**src/rtl/imem_loader_pkg.sv**
```systemverilog
// Shared types and constants for the instruction-memory loader.
package imem_loader_pkg;

  typedef enum logic [2:0] {
    S_HDR0 = 3'd0,
    S_HDR1 = 3'd1,
    S_DATA = 3'd2,
    S_CSUM = 3'd3,
    S_DONE = 3'd4,
    S_ERR  = 3'd5
  } state_e;

  localparam int         WORD_BYTES = 4;
  localparam logic [1:0] LANE_LAST  = 2'(WORD_BYTES - 1);

  // States in which the loader is willing to take a stream byte.
  function automatic logic state_accepts(input state_e s);
    return (s == S_HDR0) || (s == S_HDR1) || (s == S_DATA) || (s == S_CSUM);
  endfunction

endpackage

```
**src/rtl/imem_loader_byte_packer.sv**
```systemverilog
// Packs accepted payload bytes little-endian into 32-bit words; pulses
// word_valid for one cycle after the fourth byte of each word.
module imem_loader_byte_packer
  import imem_loader_pkg::*;
(
  input  logic        clk,
  input  logic        rst,
  input  logic        byte_valid,
  input  logic [7:0]  byte_in,
  output logic [1:0]  lane,
  output logic        word_valid,
  output logic [31:0] word
);

  logic [1:0]  lane_q, lane_d;
  logic [23:0] asm_q, asm_d;
  logic        word_valid_q, word_valid_d;
  logic [31:0] word_q, word_d;

  // Next-state: store bytes 0..2 in the assembly register, emit word on byte 3.
  always_comb begin
    lane_d       = lane_q;
    asm_d        = asm_q;
    word_valid_d = 1'b0;
    word_d       = word_q;
    if (byte_valid) begin
      if (lane_q == LANE_LAST) begin
        word_d       = {byte_in, asm_q};
        word_valid_d = 1'b1;
        lane_d       = 2'd0;
      end else begin
        case (lane_q)
          2'd0:    asm_d[7:0]   = byte_in;
          2'd1:    asm_d[15:8]  = byte_in;
          default: asm_d[23:16] = byte_in;
        endcase
        lane_d = lane_q + 2'd1;
      end
    end
  end

  // Packer registers; reset discards any partially assembled word.
  always_ff @(posedge clk) begin
    if (rst) begin
      lane_q       <= 2'd0;
      asm_q        <= 24'd0;
      word_valid_q <= 1'b0;
      word_q       <= 32'd0;
    end else begin
      lane_q       <= lane_d;
      asm_q        <= asm_d;
      word_valid_q <= word_valid_d;
      word_q       <= word_d;
    end
  end

  assign lane       = lane_q;
  assign word_valid = word_valid_q;
  assign word       = word_q;

endmodule

```
**src/rtl/imem_loader.sv**
```systemverilog
// Loads a byte-stream program image into instruction memory and keeps the
// core in reset until a complete image with a matching checksum arrived.
module imem_loader
  import imem_loader_pkg::*;
#(
  parameter int DEPTH  = 256,
  parameter int ADDR_W = $clog2(DEPTH)
) (
  input  logic              clk,
  input  logic              rst,
  input  logic              in_valid,
  input  logic [7:0]        in_byte,
  output logic              in_ready,
  output logic              imem_we,
  output logic [ADDR_W-1:0] imem_addr,
  output logic [31:0]       imem_wdata,
  output logic              cpu_rst,
  output logic              done,
  output logic              err,
  output logic [ADDR_W:0]   word_count
);

  state_e            state_q, state_d;
  logic [15:0]       cnt_q, cnt_d;
  logic [7:0]        sum_q, sum_d;
  logic [ADDR_W:0]   word_count_q, word_count_d;
  logic [ADDR_W-1:0] imem_addr_q, imem_addr_d;
  logic              in_ready_q, in_ready_d;
  logic              done_q, done_d;
  logic              err_q, err_d;
  logic              cpu_rst_q, cpu_rst_d;

  logic              accept;
  logic [15:0]       n_hdr;
  logic              hdr_bad;
  logic [ADDR_W:0]   wc_inc;
  logic [1:0]        pk_lane;

  assign accept  = in_valid && in_ready_q;
  assign n_hdr   = {in_byte, cnt_q[7:0]};
  assign hdr_bad = (n_hdr == 16'd0) || ({16'd0, n_hdr} > 32'(DEPTH));
  assign wc_inc  = word_count_q + {{ADDR_W{1'b0}}, 1'b1};

  imem_loader_byte_packer u_packer (
    .clk        (clk),
    .rst        (rst),
    .byte_valid (accept && (state_q == S_DATA)),
    .byte_in    (in_byte),
    .lane       (pk_lane),
    .word_valid (imem_we),
    .word       (imem_wdata)
  );

  // Loader FSM next-state: header decode, word counting, checksum verdict.
  always_comb begin
    state_d      = state_q;
    cnt_d        = cnt_q;
    sum_d        = sum_q;
    word_count_d = word_count_q;
    imem_addr_d  = imem_addr_q;
    case (state_q)
      S_HDR0: begin
        if (accept) begin
          cnt_d[7:0] = in_byte;
          state_d    = S_HDR1;
        end
      end
      S_HDR1: begin
        if (accept) begin
          cnt_d[15:8] = in_byte;
          state_d     = hdr_bad ? S_ERR : S_DATA;
        end
      end
      S_DATA: begin
        if (accept) begin
          sum_d = sum_q + in_byte;
          if (pk_lane == LANE_LAST) begin
            // Address is the pre-increment count; the packer strobes next cycle.
            imem_addr_d  = word_count_q[ADDR_W-1:0];
            word_count_d = wc_inc;
            if (16'(wc_inc) == cnt_q) begin
              state_d = S_CSUM;
            end
          end
        end
      end
      S_CSUM: begin
        if (accept) begin
          state_d = (in_byte == sum_q) ? S_DONE : S_ERR;
        end
      end
      S_DONE, S_ERR: begin
        state_d = state_q;
      end
      default: begin
        state_d = S_ERR;
      end
    endcase
    in_ready_d = state_accepts(state_d);
    done_d     = (state_d == S_DONE);
    err_d      = (state_d == S_ERR);
    cpu_rst_d  = (state_d != S_DONE);
  end

  // Loader state and registered status outputs.
  always_ff @(posedge clk) begin
    if (rst) begin
      state_q      <= S_HDR0;
      cnt_q        <= 16'd0;
      sum_q        <= 8'd0;
      word_count_q <= '0;
      imem_addr_q  <= '0;
      in_ready_q   <= 1'b0;
      done_q       <= 1'b0;
      err_q        <= 1'b0;
      cpu_rst_q    <= 1'b1;
    end else begin
      state_q      <= state_d;
      cnt_q        <= cnt_d;
      sum_q        <= sum_d;
      word_count_q <= word_count_d;
      imem_addr_q  <= imem_addr_d;
      in_ready_q   <= in_ready_d;
      done_q       <= done_d;
      err_q        <= err_d;
      cpu_rst_q    <= cpu_rst_d;
    end
  end

  assign in_ready   = in_ready_q;
  assign imem_addr  = imem_addr_q;
  assign cpu_rst    = cpu_rst_q;
  assign done       = done_q;
  assign err        = err_q;
  assign word_count = word_count_q;

endmodule

```
**config.mk**
```make
export PLATFORM = sky130hd
export DESIGN_NAME = imem_loader
export DESIGN_NICKNAME = d
export VERILOG_FILES = /design/src/rtl/imem_loader_pkg.sv /design/src/rtl/imem_loader_byte_packer.sv /design/src/rtl/imem_loader.sv
export SDC_FILE = /design/constraint.sdc
export NUM_CORES = 1
export LEC_CHECK = 0
export ABC_AREA = 1
export CAP_MARGIN = 30
export CORE_MARGIN = 2
export CORE_UTILIZATION = 65
export CTS_BUF_LIST = sky130_fd_sc_hd__clkbuf_4
export DETAILED_ROUTE_END_ITERATION = 16
export DONT_BUFFER_PORTS = 1
export GPL_TIMING_DRIVEN = 0
export PLACE_DENSITY = 0.89
export SLEW_MARGIN = 5
export SYNTH_ARGS = -nofsm -noshare
export SYNTH_HDL_FRONTEND = slang
export SYNTH_SLANG_ARGS = --single-unit
```
**constraint.sdc**
```tcl
create_clock -name clk -period 1.93 [get_ports clk]
set_input_delay 0.386 -clock clk [delete_from_list [all_inputs] [get_ports clk]]
set_output_delay 0.386 -clock clk [all_outputs]
set_load 0.02 [all_outputs]
```
==> results of run 1 <==
## final cells by class
| class | instances | share of cell area |
|---|---|---|
| Inverter | 76 | 0.0587 |
| Timing Repair Buffer | 1 | 0.00201 |
| Buffer | 28 | 0.0289 |
| Tap cell | 96 | 0.0241 |
| Multi-Input combinational cell | 384 | 0.427 |
| Sequential cell | 107 | 0.432 |
| Clock inverter | 6 | 0.0115 |
| Clock buffer | 10 | 0.0151 |
## synth_stat cells, types with 2 or more instances
cell / count
a21oi_1: 54
buf_1: 3
buf_2: 4
buf_6: 4
clkbuf_1: 16
dfxtp_1: 107
ha_1: 12
inv_1: 71
inv_2: 2
inv_4: 3
nand2_1: 86
nand3_1: 76
nand3b_1: 2
nand4_1: 6
nor2_1: 40
nor2_8: 3
nor3_1: 4
o21ai_0: 54
o21ai_2: 36
o22ai_1: 4
xor2_1: 4
## metal layers
metal	track usage	part of all wire	vias to the layer above
met3	0.0625	0.067	30
met4	0.131	0.027	0
li1	-	-	1990
met2	0.470	0.48	145
met5	0	0	-
met1	0.376	0.42	1904
## cell families after synthesis
| group | count (synthesis) |
|---|---|
| fa+ha+maj | 13 |
| compound gates | 148 |
| flops | 107 |
| buf+inv | 104 |
| xor+xnor | 5 |
| simple gates | 218 |
## sequential cells by signal, indices dropped and copies added, names as in the netlist, 2 cells and up
name            cells
u_packer.word      32
cnt_q              16
u_packer.lane       2
state_q             3
word_count          9
u_packer.asm_q     24
imem_addr           8
sum_q               8
## power by group through the flow
stage | logic (mW) | registers [mW] | clock network, mW
after CTS | 0.193 | 2.26 | 1.09
after detailed placement | 0.188 | 2.30 | 0
after global placement | 0.180 | 2.30 | 0
final | 0.200 | 2.25 | 1.10
after global routing | 0.226 | 2.26 | 1.19
after floorplan | 0.143 | 2.30 | 0
## critical path, delay by kind of cell (launching register included)
kind | cells | cell delay, ns
simple gates | 5 | 0.30
flops | 1 | 0.37
fa+ha+maj | 2 | 0.61
compound gates | 2 | 0.34
buf+inv | 2 | 0.12
## stage by stage
stage | TNS [ns] | hold WS, ns | util | cell area (um^2) | std cells
floorplan | 0 | 0.430 | - | 4680 | 595
global placement | -0.211 | 0.439 | 0.698 | 4800 | 691
detailed placement | -0.511 | 0.446 | 0.698 | 4800 | 691
CTS | 0 | 0.00116 | 0.719 | 4940 | 708
global route | -0.0255 | 0.00390 | 0.726 | 4990 | 708
finish | 0 | -0.00391 | 0.726 | 4990 | 708
## path summary, 6_finish.rpt
kind                                           to  startpoint  slack [ns]
worst max-delay path                     sum_q[6]    sum_q[0]        0.12
worst min-delay path            u_packer.word[27]  in_byte[3]      -0.004
worst max register to register           sum_q[6]    sum_q[0]        0.12
worst min register to register          cnt_q[12]   cnt_q[12]        0.46
## repair_timing
| item | in CTS | in global routing |
|---|---|---|
| setup endpoints to repair | 5 | 33 |
| resized for setup | 3 | 17 |
| pin swaps | 0 | 2 |
| gates cloned | 0 | 0 |
| hold endpoints to repair | 1 | 0 |
| hold buffers | 1 | 0 |
==> flow_summary.ini, run 1 <==
[timing]
drv_slew = 0
period_needed_ns = 1.81
fmax_mhz = 552
finalSetupViolations = 0
slew_headroom = 0.634
hold_violations = 1
final.period_utilization = 0.939
setup_ws_ns = 0.118
clock_skew_ns = 0.0297
worstMarginPinSlew_ns = 0.550
timing.hold.ws_ns = -0.00391

[route]
drtIter0Drc = 320
detail_route.wl_per_cell_um = 15.7
drc = 0
drt_pass1_iterations = 5
viasPerCell = 5.75
via_count = 4069
wirelength_um = 11100
ant_nets = 0

[clock_tree]
clock_path_buffers = 2
root_buffer = clkbuf_4
cts_tree = yes
numCtsBuffers = 9
post_cts_buffers = 0
htreeDepth = 3
insertion_delay_ns = 0.49
cts_num_sinks = 107
clkTransAtPathRegs_ns = 0.19

[synthesis]
synthTopCellsByArea = dfxtp_1 46%, nand3_1 8.1%, nand2_1 6.9%
yosys.area_share.xor_xnor = 0.00936
netlist.area_leader.share = 0.458
ys_types = 25
synth_ff_type = dfxtp_1
mappedNetlistArea_um2 = 4680
yosys.area_share.simple = 0.215
yosys.area.top_type = dfxtp_1
synthAdderAreaFrac = 0.0364
syn_avg_cell_area_um2 = 7.86
ys_seq_area_frac = 0.458
yosys_warnings = 0
synth_fp_nets = 619
synth.area.mux_share = 0
synth_top_family_by_area = simple AND/OR/NAND/NOR gates
synth-seq-cells = 107
synth-edff-count = 0
synthCells = 595
synth_compound_area_frac = 0.188
synth_async_sr_flop_share = 0

[layout]
fillers = 552
mostFrequentLayoutCells = 100 x dfxtp_1, 85 x nand2_1, 74 x nand3_1, 71 x inv_1, 53 x a21oi_1
multiInputGateArea_um2 = 2130
drive_above_1_share = 0.139
seq_area_um2 = 2160
area_growth_pct = 6.61
antennaDiodeCount = 0
nets = 631
final_common_cell = dfxtp_1

[global_routing]
grt_usage = 0.292
overflow = 0
antenna_found_initial = 0
grt_first_pass_wirelength_um = 17700
grt_pass1_vias = 3763
grt_max_degree = 20

[critical_path]
worst_path_largest_cell_delay_ns = 0.43
path_cells = ha_1 -> inv_1 -> fa_1 -> o21ai_2 -> nand2_1 -> nand2_1 -> nand2_1 -> nand3_1 -> nand2_1 -> o21ai_0 -> inv_1
path_class = reg -> reg
cpMaxStageDelayCell = fa_1
worst-r2r-cell-count = 11
worstSetupEndpointType = flop
critPathLaunchType = flop
path_max_fanout = 2
cp.required_ns = 2.31
cpMostUsedCell = nand2_1
arrival_ns = 2.19

[power]
clockPowerShare = 0.309
leakage_nw = 1.98
p_seq_frac = 0.635
total_power_mw = 3.55
p_sw_frac = 0.267
switchingPower_uw = 949
pwr-share-comb = 0.056
powerDensity_nw_per_um2 = 712
p_int_mw = 2.60
ir_worst_vdd_mv = 0.371

[run]
maxCapViolations = 0

[die]
die_h_um = 88.8
core_um2 = 6870
design.die.area_um2 = 7890
die_x_um = 88.8
start_util = 0.681
num_rows = 30
ios = 65

[placement]
hpwl_um = 7980
port_buffers = 0
pre_cts_slack_ns = -0.128
place_congestion = 0.874

[worst_hold_path]
worstHoldPathType = in -> reg
whs_path_depth = 2

[status]
status = finished, violations left
violations = negative hold slack
Note: power is estimated with default switching activity, not from simulation.
==> run 2, diff against run 1 <==
--- a/config.mk
+++ b/config.mk
@@ -17,4 +17,5 @@
 export SLEW_MARGIN = 5
 export SYNTH_ARGS = -nofsm -noshare
 export SYNTH_HDL_FRONTEND = slang
+export SYNTH_HIERARCHICAL = 1
 export SYNTH_SLANG_ARGS = --single-unit
==> run 2 against run 1 <==
Net effect: the run now ends clean; count of clock-buffer cells in the layout fell by 1; total power fell by 0.96%; worst setup slack improved by 0.025 ns; critical path type unchanged.
==> flow_summary.ini, run 2 <==
[global_routing]
overflow = 0
grt_first_pass_wirelength_um = 16900
grt_pass1_vias = 3916
grt_usage = 0.275
grt_max_degree = 20
antenna_found_initial = 0

[critical_path]
cp.required_ns = 2.32
reg2reg_from = word_count[2]
arrival_ns = 2.17
path_cells = nand3_1 -> nor2_2 -> xnor3_1 -> nor2_2 -> nand3_2 -> nand3_1 -> inv_1
worstSetupEndpointType = flop
cp_top_family = simple AND/OR/NAND/NOR gates
path_max_fanout = 8
critPathLaunchType = flop
startpoint = word_count[2]
worst_path_largest_cell_delay_ns = 0.62
cpMaxStageDelayCell = dfxtp_1
path_buf_inv = 1
path_class = reg -> reg

[layout]
fin_cells = 763
mostFrequentLayoutCells = 147 x nor2_1, 102 x dfxtp_1, 96 x nand2_1, 83 x o21ai_0, 72 x inv_1
antennaDiodeCount = 0
nets = 686
area_growth_pct = 6.39
final_common_cell = nor2_1
final_core_util = 0.721
drive_above_1_share = 0.0855
largest_reg_flops = 32

[status]
status = finished, final reports clean

[synthesis]
synth_ff_type = dfxtp_1
synth_async_sr_flop_share = 0
ys_types = 31
synthTopCellsByArea = dfxtp_1 46%, nor2_1 12%, o21ai_0 9.0%
mappedNetlistArea_um2 = 4660
synth-edff-count = 0
synth_common_cells = 148 x nor2_1, 107 x dfxtp_1, 98 x nand2_1
synth_most_common_cell = nor2_1
ys_seq_area_frac = 0.460
syn_avg_cell_area_um2 = 7.17
yosys.area.top_type = dfxtp_1
netlist.area_leader.share = 0.460
yosys_warnings = 6
synth_fp_nets = 674
synthCells = 650
synth-seq-cells = 107

[clock_tree]
insertion_delay_ns = 0.47
numCtsBuffers = 9
clock_path_buffers = 2
cts_num_sinks = 107
cts_tree = yes
clkTransAtPathRegs_ns = 0.17
htreeDepth = 3
root_buffer = clkbuf_4

[power]
p_seq_frac = 0.641
pwr-share-comb = 0.057
ir_worst_vdd_mv = 0.462
leakage_nw = 2.16
switchingPower_uw = 928
powerDensity_nw_per_um2 = 710
p_int_mw = 2.59
p_sw_frac = 0.264
clockPowerShare = 0.302

[die]
die_h_um = 88.7
start_util = 0.678
ios = 65
design.die.area_um2 = 7860
die_x_um = 88.7
num_rows = 30
core_um2 = 6870

[timing]
slew_headroom = 0.646
setup_ws_ns = 0.143
drv_slew = 0
finalSetupViolations = 0
grt_setup_unrepaired = false
clock_skew_ns = 0.0166
period_needed_ns = 1.79
fmax_mhz = 560
worstMarginPinSlew_ns = 0.529
setup_tns_ns = 0
hold_violations = 0
timing.hold.ws_ns = 0.0510
final.period_utilization = 0.926

[worst_hold_path]
min_from = in_byte[5]
worstHoldPathType = in -> reg

[route]
drc = 0
ant_nets = 0
wirelength_um = 10400
drtIter0Drc = 283
detail_route.wl_per_cell_um = 13.6
via_count = 4169
drt_pass1_iterations = 6
viasPerCell = 5.46

[placement]
hpwl_um = 7580
place_congestion = 0.932
pre_cts_slack_ns = -0.303
port_buffers = 0
dp_cells = 746

[run]
maxCapViolations = 0
## run 2: cell types whose count changed after synthesis, moves of 7 or more
cell	previous run	this run
a21oi_1	54	41
o21ai_0	54	84
nor2_1	40	148
nand2_1	86	98
o21ai_2	36	0
clkbuf_1	16	9
nand3_1	76	28
## run 2: kinds of logic after synthesis
| family | after synthesis | share of synthesized area |
|---|---|---|
| buffers and inverters | 97 | 0.0849 |
| AO/OA/AOI/OAI | 129 | 0.140 |
| flip-flops | 107 | 0.460 |
| adder cells (fa/ha/maj) | 13 | 0.0365 |
| AND/OR/NAND/NOR | 296 | 0.261 |
| XOR/XNOR | 8 | 0.0180 |
## run 2: per-layer routing
| layer | vias up | part of all wire | GRT usage |
|---|---|---|---|
| li1 | 2088 | - | - |
| met1 | 1936 | 0.43 | 0.332 |
| met2 | 130 | 0.50 | 0.479 |
| met3 | 15 | 0.063 | 0.0616 |
| met4 | 0 | 0.015 | 0.0992 |
| met5 | - | 0 | 0 |
## run 2: final cells by class
cell class	count	area (um^2)
inverters	75	287
fillers	578	1910
repair buffers	2	17.5
clock inverters	7	60.1
multi-input cells	446	2140
clock buffers	9	67.6
well taps	96	120
flip-flops and latches	107	2150
plain buffers	21	111
## run 2: timing repair
action | in CTS | in global routing
gates resized for setup | 6 | 14
hold buffers | 1 | 0
endpoints found under the setup margin | 62 | 57
setup buffers | 0 | 1
endpoints found under the hold margin | 1 | 0
pin swaps | 0 | 1
## run 2: path summary, 6_finish.rpt
kind | end | slack (ns) | depth (start not counted)
max | done | 0.14 | 7
min | u_packer/asm_q[13] | 0.05 | 2
max reg2reg | done | 0.14 | 7
min reg2reg | cnt_q[15] | 0.46 | 2
## run 2: power groups by stage
stage / registers, mW / clock network [mW] / logic, mW
3_3_place_gp: 2.30 / 0 / 0.187
6_report: 2.25 / 1.06 / 0.201
2_1_floorplan: 2.30 / 0 / 0.153
5_1_grt: 2.26 / 1.17 / 0.228
3_5_place_dp: 2.30 / 0 / 0.195
4_1_cts: 2.26 / 1.07 / 0.197
## run 2: through the flow
step | cell area, um^2 | power (mW)
floorplan | 4660 | 2.45
global placement | 4780 | 2.49
detailed placement | 4780 | 2.50
CTS | 4920 | 3.53
global route | 4960 | 3.66
finish | 4960 | 3.52
